`src/rtl/adc_scan_sequencer_if.sv`:
```
// ADC0804-style parallel converter bus plus the analog mux select that feeds it.
// The sequencer uses the master side; an ADC/mux model or wrapper uses the slave side.
interface adc_scan_sequencer_if #(
    parameter int unsigned CH_W = 3
);
    logic [7:0]      adc_data;
    logic            adc_intr_n;
    logic            adc_wr_n;
    logic            adc_rd_n;
    logic [CH_W-1:0] mux_sel;

    modport master (
        input  adc_data,
        input  adc_intr_n,
        output adc_wr_n,
        output adc_rd_n,
        output mux_sel
    );

    modport slave (
        output adc_data,
        output adc_intr_n,
        input  adc_wr_n,
        input  adc_rd_n,
        input  mux_sel
    );
endinterface

```
`src/rtl/adc_scan_sequencer.sv`:
```
// Scans NUM_CH finger-sensor channels through one shared 8-bit ADC via an external
// analog mux, keeps the newest sample per channel in a shadow bank, and publishes
// the bank to the servo position bus only on a servo-frame boundary so that every
// PWM divider sees one stable value for a whole frame.
module adc_scan_sequencer #(
    parameter int unsigned NUM_CH        = 5,
    parameter int unsigned CH_W          = 3,
    parameter int unsigned SETTLE_CYCLES = 64,
    parameter int unsigned WR_CYCLES     = 8,
    parameter int unsigned RD_CYCLES     = 8,
    parameter int unsigned CONV_TIMEOUT  = 50000,
    parameter int unsigned FRAME_CYCLES  = 1000000
) (
    input  logic                    clk,
    input  logic                    rst_n,
    input  logic                    enable,
    input  logic                    clear_err,
    adc_scan_sequencer_if.master    adc,
    output logic [NUM_CH*8-1:0]     pos_out,
    output logic                    frame_tick,
    output logic                    pos_valid,
    output logic [NUM_CH-1:0]       timeout_err
);

    // One step counter serves every timed state; it restarts on each state entry,
    // so it only has to be as wide as the longest interval.
    localparam int unsigned MAX_AB   = (SETTLE_CYCLES > WR_CYCLES) ? SETTLE_CYCLES : WR_CYCLES;
    localparam int unsigned MAX_CD   = (RD_CYCLES > CONV_TIMEOUT) ? RD_CYCLES : CONV_TIMEOUT;
    localparam int unsigned STEP_MAX = (MAX_AB > MAX_CD) ? MAX_AB : MAX_CD;
    localparam int unsigned STEP_W   = (STEP_MAX > 1) ? $clog2(STEP_MAX) : 1;
    localparam int unsigned FRAME_W  = (FRAME_CYCLES > 1) ? $clog2(FRAME_CYCLES) : 1;

    typedef enum logic [2:0] {
        S_IDLE,
        S_SELECT,
        S_START,
        S_WAIT,
        S_READ,
        S_NEXT,
        S_HOLD
    } state_t;

    state_t              state;
    logic [CH_W-1:0]     ch;
    logic [STEP_W-1:0]   step;
    logic                wr_n;
    logic                rd_n;
    logic                intr_meta;
    logic                intr_sync;
    logic [FRAME_W-1:0]  frame_cnt;
    logic [7:0]          shadow [NUM_CH];
    logic [NUM_CH*8-1:0] shadow_flat;

    assign adc.adc_wr_n = wr_n;
    assign adc.adc_rd_n = rd_n;
    assign adc.mux_sel  = ch;

    for (genvar g = 0; g < NUM_CH; g++) begin : g_flat
        assign shadow_flat[8*g +: 8] = shadow[g];
    end

    // Bring the converter's asynchronous end-of-conversion into the clock domain.
    always_ff @(posedge clk or negedge rst_n) begin
        if (!rst_n) begin
            intr_meta <= 1'b1;
            intr_sync <= 1'b1;
        end else begin
            intr_meta <= adc.adc_intr_n;
            intr_sync <= intr_meta;
        end
    end

    // Free-running servo frame counter; the tick is registered one count early so
    // it is high exactly while the count sits on its last value.
    always_ff @(posedge clk or negedge rst_n) begin
        if (!rst_n) begin
            frame_cnt  <= '0;
            frame_tick <= 1'b0;
        end else begin
            if (frame_cnt == FRAME_W'(FRAME_CYCLES - 1)) begin
                frame_cnt <= '0;
            end else begin
                frame_cnt <= frame_cnt + FRAME_W'(1);
            end
            frame_tick <= (frame_cnt == FRAME_W'(FRAME_CYCLES - 2));
        end
    end

    // Scan sequencer: settle mux, pulse WR, wait for INTR (bounded), pulse RD,
    // then either move to the next channel or park until the frame boundary.
    always_ff @(posedge clk or negedge rst_n) begin
        if (!rst_n) begin
            state       <= S_IDLE;
            ch          <= '0;
            step        <= '0;
            wr_n        <= 1'b1;
            rd_n        <= 1'b1;
            shadow      <= '{default: '0};
            pos_out     <= '0;
            pos_valid   <= 1'b0;
            timeout_err <= '0;
        end else begin
            // A timeout raised below in the same cycle overrides this clear.
            if (clear_err) begin
                timeout_err <= '0;
            end
            case (state)
                S_IDLE: begin
                    if (enable) begin
                        ch    <= '0;
                        step  <= '0;
                        state <= S_SELECT;
                    end
                end
                S_SELECT: begin
                    if (step == STEP_W'(SETTLE_CYCLES - 1)) begin
                        step  <= '0;
                        wr_n  <= 1'b0;
                        state <= S_START;
                    end else begin
                        step <= step + STEP_W'(1);
                    end
                end
                S_START: begin
                    if (step == STEP_W'(WR_CYCLES - 1)) begin
                        step  <= '0;
                        wr_n  <= 1'b1;
                        state <= S_WAIT;
                    end else begin
                        step <= step + STEP_W'(1);
                    end
                end
                S_WAIT: begin
                    if (!intr_sync) begin
                        step  <= '0;
                        rd_n  <= 1'b0;
                        state <= S_READ;
                    end else if (step == STEP_W'(CONV_TIMEOUT - 1)) begin
                        step            <= '0;
                        timeout_err[ch] <= 1'b1;
                        state           <= S_NEXT;
                    end else begin
                        step <= step + STEP_W'(1);
                    end
                end
                S_READ: begin
                    if (step == STEP_W'(RD_CYCLES - 1)) begin
                        step       <= '0;
                        shadow[ch] <= adc.adc_data;
                        rd_n       <= 1'b1;
                        state      <= S_NEXT;
                    end else begin
                        step <= step + STEP_W'(1);
                    end
                end
                S_NEXT: begin
                    step <= '0;
                    if (!enable) begin
                        state <= S_IDLE;
                    end else if (ch < CH_W'(NUM_CH - 1)) begin
                        ch    <= ch + CH_W'(1);
                        state <= S_SELECT;
                    end else begin
                        state <= S_HOLD;
                    end
                end
                S_HOLD: begin
                    if (frame_tick) begin
                        pos_out   <= shadow_flat;
                        pos_valid <= 1'b1;
                        state     <= S_IDLE;
                    end
                end
                default: state <= S_IDLE;
            endcase
        end
    end

endmodule
```
`src/flat_wrapper.sv`:
```
// flat-port wrapper written by rule: the top's interface ports become plain ports
module adc_scan_sequencer_flat 
#(
    parameter int unsigned NUM_CH        = 5,
    parameter int unsigned CH_W          = 3,
    parameter int unsigned SETTLE_CYCLES = 64,
    parameter int unsigned WR_CYCLES     = 8,
    parameter int unsigned RD_CYCLES     = 8,
    parameter int unsigned CONV_TIMEOUT  = 50000,
    parameter int unsigned FRAME_CYCLES  = 1000000
)
  (clk, rst_n, enable, clear_err, pos_out, frame_tick, pos_valid, timeout_err, adc_adc_data, adc_adc_intr_n, adc_adc_wr_n, adc_adc_rd_n, adc_mux_sel);
  adc_scan_sequencer_if #(.CH_W(CH_W)) adc_i ();
  input  logic clk;
  input  logic rst_n;
  input  logic enable;
  input  logic clear_err;
  output logic [NUM_CH*8-1:0] pos_out;
  output logic frame_tick;
  output logic pos_valid;
  output logic [NUM_CH-1:0] timeout_err;
  input wire logic [$bits(adc_i.adc_data)-1:0] adc_adc_data;
  input wire logic [$bits(adc_i.adc_intr_n)-1:0] adc_adc_intr_n;
  output wire logic [$bits(adc_i.adc_wr_n)-1:0] adc_adc_wr_n;
  output wire logic [$bits(adc_i.adc_rd_n)-1:0] adc_adc_rd_n;
  output wire logic [$bits(adc_i.mux_sel)-1:0] adc_mux_sel;
  assign adc_i.adc_data = adc_adc_data;
  assign adc_i.adc_intr_n = adc_adc_intr_n;
  assign adc_adc_wr_n = adc_i.adc_wr_n;
  assign adc_adc_rd_n = adc_i.adc_rd_n;
  assign adc_mux_sel = adc_i.mux_sel;
  adc_scan_sequencer #(.NUM_CH(NUM_CH), .CH_W(CH_W), .SETTLE_CYCLES(SETTLE_CYCLES), .WR_CYCLES(WR_CYCLES), .RD_CYCLES(RD_CYCLES), .CONV_TIMEOUT(CONV_TIMEOUT), .FRAME_CYCLES(FRAME_CYCLES)) u_core (.clk(clk), .rst_n(rst_n), .enable(enable), .clear_err(clear_err), .adc(adc_i), .pos_out(pos_out), .frame_tick(frame_tick), .pos_valid(pos_valid), .timeout_err(timeout_err));
endmodule
```
`config.mk`:
```
export PLATFORM = sky130hd
export DESIGN_NAME = adc_scan_sequencer_flat
export DESIGN_NICKNAME = d
export VERILOG_FILES = /design/src/rtl/adc_scan_sequencer_if.sv /design/src/rtl/adc_scan_sequencer.sv /design/src/flat_wrapper.sv
export SDC_FILE = /design/constraint.sdc
export NUM_CORES = 1
export LEC_CHECK = 0
export CAP_MARGIN = 20
export CORE_MARGIN = 4
export CORE_UTILIZATION = 30
export DETAILED_ROUTE_END_ITERATION = 10
export GPL_TIMING_DRIVEN = 0
export HOLD_SLACK_MARGIN = 0.12
export PLACE_DENSITY = 0.62
export SLEW_MARGIN = 20
export SYNTH_ARGS = -nofsm -noshare
export SYNTH_HDL_FRONTEND = slang
export SYNTH_SLANG_ARGS = --single-unit
```
`constraint.sdc`:
```
create_clock -name clk -period 2.3 [get_ports clk]
set_clock_uncertainty 0.05 [all_clocks]
set_input_delay 0.46 -clock clk [delete_from_list [all_inputs] [get_ports clk]]
set_output_delay 0.46 -clock clk [all_outputs]
set_load 0.01 [all_outputs]
```
* Word-level counts from Yosys, hierarchy flattened
Index checks and enable logic that the tools add are counted.
Word-level totals: latch bits 0, bits in writable memories 0, logic and storage cells 97, register bits 133, bits of input ports 13, memories 0, memory bits (read-only) 0
Cells by class: divide/modulo/power cells 0, shift operators 0, reductions and logical operators 15, multipliers 0, $add $sub $neg 3, $lt $le $gt $ge 5, bitwise operators 2, equal/unequal tests 20, mux-type cells 35
Operators by type and width (count):
- 2-to-1 mux 16 bit | 5
- case mux 16 bit (5 select lines) | 1
- bitwise mux 40 bit | 1
- == test 20 bit, second input constant | 2
- 2-to-1 mux 3 bit | 12
- demux 8 bit (select 3 bit) | 1
- case mux 3 bit (7 select lines) | 1
- adder 20 x 1 -> 20 bit, second input constant | 1
- 2-to-1 mux 20 bit | 1
- 2-to-1 mux 5 bit | 4
- adder 16 x 1 -> 16 bit, second input constant | 1
- == test 16 bit, second input constant | 1
- == test 16 x 3 -> 1 bit, second input constant | 1
- == test 16 x 6 -> 1 bit, second input constant | 1
- inequality test 2 x 1 -> 1 bit, second input constant | 5
- == test 3 bit, second input constant | 3
- 2-to-1 mux 8 bit | 1
- == test 3 x 2 -> 1 bit, second input constant | 2
- inequality test 2 bit, second input constant | 3
- case mux 3 bit (2 select lines) | 1
- AND reduction 2 bit | 3
- AND reduction 3 bit | 2
- AND reduction 6 bit | 1
- nonzero test 2 bit | 3
- 18 further kinds | 23

* Depth between registers and ports, before layout
Gate-level depths: netlist of run 1.
depth in word-level cells 8, mapped depth 8, mapped depth without buffers 6

* Worst setup path after synthesis of run 1
OpenSTA, ideal clock, no wires.
path type register to register, start reg u_core.step[11], end reg u_core.shadow[10] in the netlist's numbering, path slack -16 ps, library setup time 125 ps, buffers on the path 1, data required time 2125 ps, period minus slack after synthesis 2316 ps, cell stages (with the launch flop) 7, data arrival time 2141 ps, cell sequence dfrtp_1 > or4_4 > nor4_4 > and2_2 > and4b_1 > buf_2 > mux2_2
Between the ends: word-level cells in the longest chain between the ends 2
RTL lines:
- from (decl) | RTL line adc_scan_sequencer.sv:45 | logic [STEP_W-1:0] step;
- from (signal assigned) | RTL line adc_scan_sequencer.sv:121 | step <= step + STEP_W'(1);
- from (signal assigned) | RTL line adc_scan_sequencer.sv:130 | step <= step + STEP_W'(1);
- from (signal assigned) | RTL line adc_scan_sequencer.sv:143 | step <= step + STEP_W'(1);
- == test 16 x 3 -> 1 bit | RTL line adc_scan_sequencer.sv:147 | if (step == STEP_W'(RD_CYCLES - 1)) begin
- AND reduction 2 bit (no line)
- to (signal, indexed assignment) | RTL line adc_scan_sequencer.sv:149 | shadow[ch] <= adc.adc_data;
- to (decl) | RTL line adc_scan_sequencer.sv:51 | logic [7:0] shadow [NUM_CH];
No other way between the ends. A chain may end at the register's enable or synchronous reset.

* Worst setup path in the final report of run 1
start reg u_core.step[9], end reg u_core.shadow[28] in the netlist's numbering
The elaborated chain is that of the path after synthesis.

==> impl_metrics.csv, run 1 <==
group,metric,value,unit
final_layout,ff_latch_area,3340,um^2
route,routed_wl,13200,um
final_layout,final_area,7600,um^2
critical_path,r2r_start,"u_core.step[9]",
critical_path,worstPathRequired,2550,ps
clocking,cts.reportedPaths.clkPinSlew,60,ps
critical_path,cp.depth,6,
clocking,ctsHtreeMaxLevel,4,
min_path,hold_path.class,"flop to flop",
critical_path,reg2reg_slack,-110,ps
global_route,grt_use_total,0.128,
synthesis,syn_inst,459,
floorplan,fp.dieH,147,um
timing,holdWs,321,ps
final_layout,multi_input_area,2440,um^2
synthesis,netlist.area_leader.share,0.557,
synthesis,syn_nets,476,
critical_path,slowest_delay,520,ps
timing,slew_headroom,0.551,
timing,finalSetupTns,-2470,ps
min_path,min_from,"u_core.intr_meta",
clocking,clkSinkCount,133,
final_layout,synthToLayoutAreaGrowth,31.1,%
global_route,grt_pass1_wl,22200,um
timing,rsz0062_at_grt,"true",
synthesis,ys_ff_latch,133,
timing,slew_viol_final,0,
synthesis,synth_edf_count,0,
critical_path,critPathLaunch,"u_core.step[9]",
global_route,grt_antenna_before_repair,0,
synthesis,synth_top_cells_by_area,"dfrtp_1 56%, mux2_2 16%, xnor2_1 2.0%",
final_layout,final_cells,824,
placed_design,dpl_cell_area,6800,um^2
floorplan,io_pins,65,
clocking,cts_tree,"built",
global_route,overflow,0,
clocking,cts_buffers,17,
placed_design,placedCellCount,784,
synthesis,avgSynthCellArea,12.6,um^2
power,power.density,870,nW/um^2
floorplan,chipWidth,147,um
critical_path,rr_worst_depth,6,
clocking,cts_buffer_depth,2,
timing,worst_slew_pin_slew,673,ps
critical_path,slowest_stage,"or4_4",
power,cellLeakagePower,3.37,nW
floorplan,core-area,18800,um^2
final_layout,n_fill_cell,1748,
global_route,met1_usage,0.172,
critical_path,cp.arrival,2660,ps
critical_path,critPathCapture,"u_core.shadow[28]",
floorplan,num_rows,50,
floorplan,die_area,21600,um^2
placed_design,gp_congestion,0.836,
clocking,cts-root-buf,"clkbuf_16",
synthesis,synth.most_common_cell,"dfrtp_1",
synthesis,syn_area,5800,um^2
synthesis,synth_common_cells,"129 x dfrtp_1, 80 x mux2_2, 30 x nor2_1, 28 x nand2_1",
critical_path,cp_cell_sequence,"or4_4 -> nor4_4 -> buf_6 -> and4_4 -> nand3_4 -> mux2_4",
power,finalPower,6.61,mW
global_route,grt_util_met3,0.0287,
status,violations,"setup timing",
placed_design,hpwl,9150,um
critical_path,worstSetupEndpointType,"flop",
critical_path,critPathKind,"flop to flop",
timing,fin_ws,-107,ps
critical_path,cp-start-kind,"flop",
global_route,grt_max_degree,91,
synthesis,synthFlopType,"dfrtp_1",
global_route,busiest_layer,"met2",
clocking,clk_latency,420,ps
min_path,min_path_cells,0,
placed_design,port_buffers,64,
route,postRouteAntennaNets,0,
timing,fmax,415,MHz
status,outcome,"finished, violations left",
final_layout,nets,568,
route,drc_errors,0,
route,initialDrtViolationCount,228,
route,via_per_inst,4.79,
critical_path,crit_buf_inv,1,
global_route,grt_pass1_vias,4161,
route,drtPass1Iterations,5,
synthesis,yosysTopAreaCell,"dfrtp_1",
timing,min_period,2410,ps
power,vdd_drop_max,0.000636,V
synthesis,async_flop_share,1.00,
timing,hold_violations,0,
timing,period_share,1.05,
critical_path,rr_endpoint,"u_core.shadow[28]",
floorplan,initial_core_util,0.308,
final_layout,post_route_cells_drive_above_1_share,0.278,
synthesis,yosysSeqAreaShare,0.575,
final_layout,utilization,0.404,
route,drt-wirelength-per-cell,16.1,um
global_route,met2_usage,0.201,
critical_path,crit_fanout,8,
timing,setup_violations,41,
job,maxCapViolations,0,
route,vias,3943,
placed_design,pre_cts_ws,-201,ps
synthesis,yosys_warnings,0,
critical_path,crit_family,"simple AND/OR/NAND/NOR gates",
synthesis,synth.distinct_cells,59,
final_layout,diodes,0,
-- layout by cell type, fill, tap and decap left out, types with 5 or more instances in the layout --
| cell type | synthesis | routed |
|---|---|---|
| dfrtp_1 | 129 | 126 |
| mux2_2 | 80 | 69 |
| clkdlybuf4s50_1 | 0 | 63 |
| nor2_1 | 30 | 30 |
| nand2_1 | 28 | 28 |
| clkbuf_16 | 0 | 17 |
| o21ai_0 | 16 | 16 |
| nand3_1 | 16 | 16 |
| nand4_1 | 13 | 13 |
| xnor2_1 | 13 | 13 |
| clkbuf_1 | 12 | 12 |
| mux2_4 | 1 | 12 |
| inv_1 | 10 | 10 |
| nor3_1 | 10 | 9 |
| xor2_1 | 9 | 9 |
| buf_4 | 0 | 8 |
| o22ai_1 | 5 | 5 |
-- logic make-up (layout without fill, tap and decap cells) --
| logic type | Yosys count | after routing | synth area share |
|---|---|---|---|
| AOI/OAI and AO/OA | 44 | 44 | 0.0501 |
| xor gates and xnor gates | 22 | 22 | 0.0332 |
| adders and majority gates | 4 | 4 | 0.00863 |
| buffers and inverters | 28 | 133 | 0.0214 |
| DFF | 133 | 133 | 0.575 |
| muxes | 84 | 84 | 0.163 |
| and+or+nand+nor | 144 | 144 | 0.149 |
-- worst min path at each step --
stage | endpoint | slack (ps)
after CTS | u_core.intr_sync | 320
after floorplan | u_core.adc.mux_sel[0] | 110
final | u_core.intr_sync | 320
after global placement | u_core.intr_sync | 310
after detailed placement | u_core.intr_sync | 310
after global routing | u_core.intr_sync | 330
-- metal layers --
metal | share of wire | wire, um
met5 | 0 | 0
met1 | 0.46 | 6150
met2 | 0.49 | 6470
met4 | 0.013 | 173
met3 | 0.033 | 443
-- timing repair --
item / CTS / global route
pin swaps: 3 / 3
hold buffers: 1 / 0
resized for setup: 16 / 13
buffers inserted: 4 / 5
endpoints found under the setup margin: 54 / 59
endpoints found under the hold margin: 43 / 0
-- flip-flops by register name, indices dropped and copies added (netlist names) --
| name | count |
|---|---|
| u_core.pos_out | 40 |
| u_core.state | 3 |
| u_core.intr_meta | 1 |
| u_core.step | 16 |
| u_core.frame_cnt | 20 |
| u_core.intr_sync | 1 |
| u_core.adc.mux_sel | 3 |
| u_core.timeout_err | 5 |
| u_core.adc.adc_rd_n | 1 |
| u_core.adc.adc_wr_n | 1 |
| u_core.shadow | 40 |
| u_core.pos_valid | 1 |
| u_core.frame_tick | 1 |
-- final cells by class --
class / count / area share
buffer: 16 / 0.0114
timing repair buffer: 75 / 0.0993
clock inverter: 12 / 0.0199
clock buffer: 20 / 0.0614
inverter: 10 / 0.00494
tap: 260 / 0.0428
multi-input combinational: 298 / 0.321
sequential: 133 / 0.439
-- where the power goes --
group / switching, mW / internal [mW] / total, mW
clock network: 0.992 / 1.79 / 2.78
logic: 0.677 / 0.525 / 1.20
registers: 0.147 / 2.48 / 2.63
Power figures use the tool's default switching activity.
==> run 2, diff against run 1 <==
--- a/config.mk
+++ b/config.mk
@@ -5,6 +5,7 @@
 export SDC_FILE = /design/constraint.sdc
 export NUM_CORES = 1
 export LEC_CHECK = 0
+export ABC_CLOCK_PERIOD_IN_PS = 2300
 export CAP_MARGIN = 20
 export CORE_MARGIN = 4
 export CORE_UTILIZATION = 30
==> results of run 2 <==
Same layout as run 1: the final DEF is identical, and so are final timing and power.
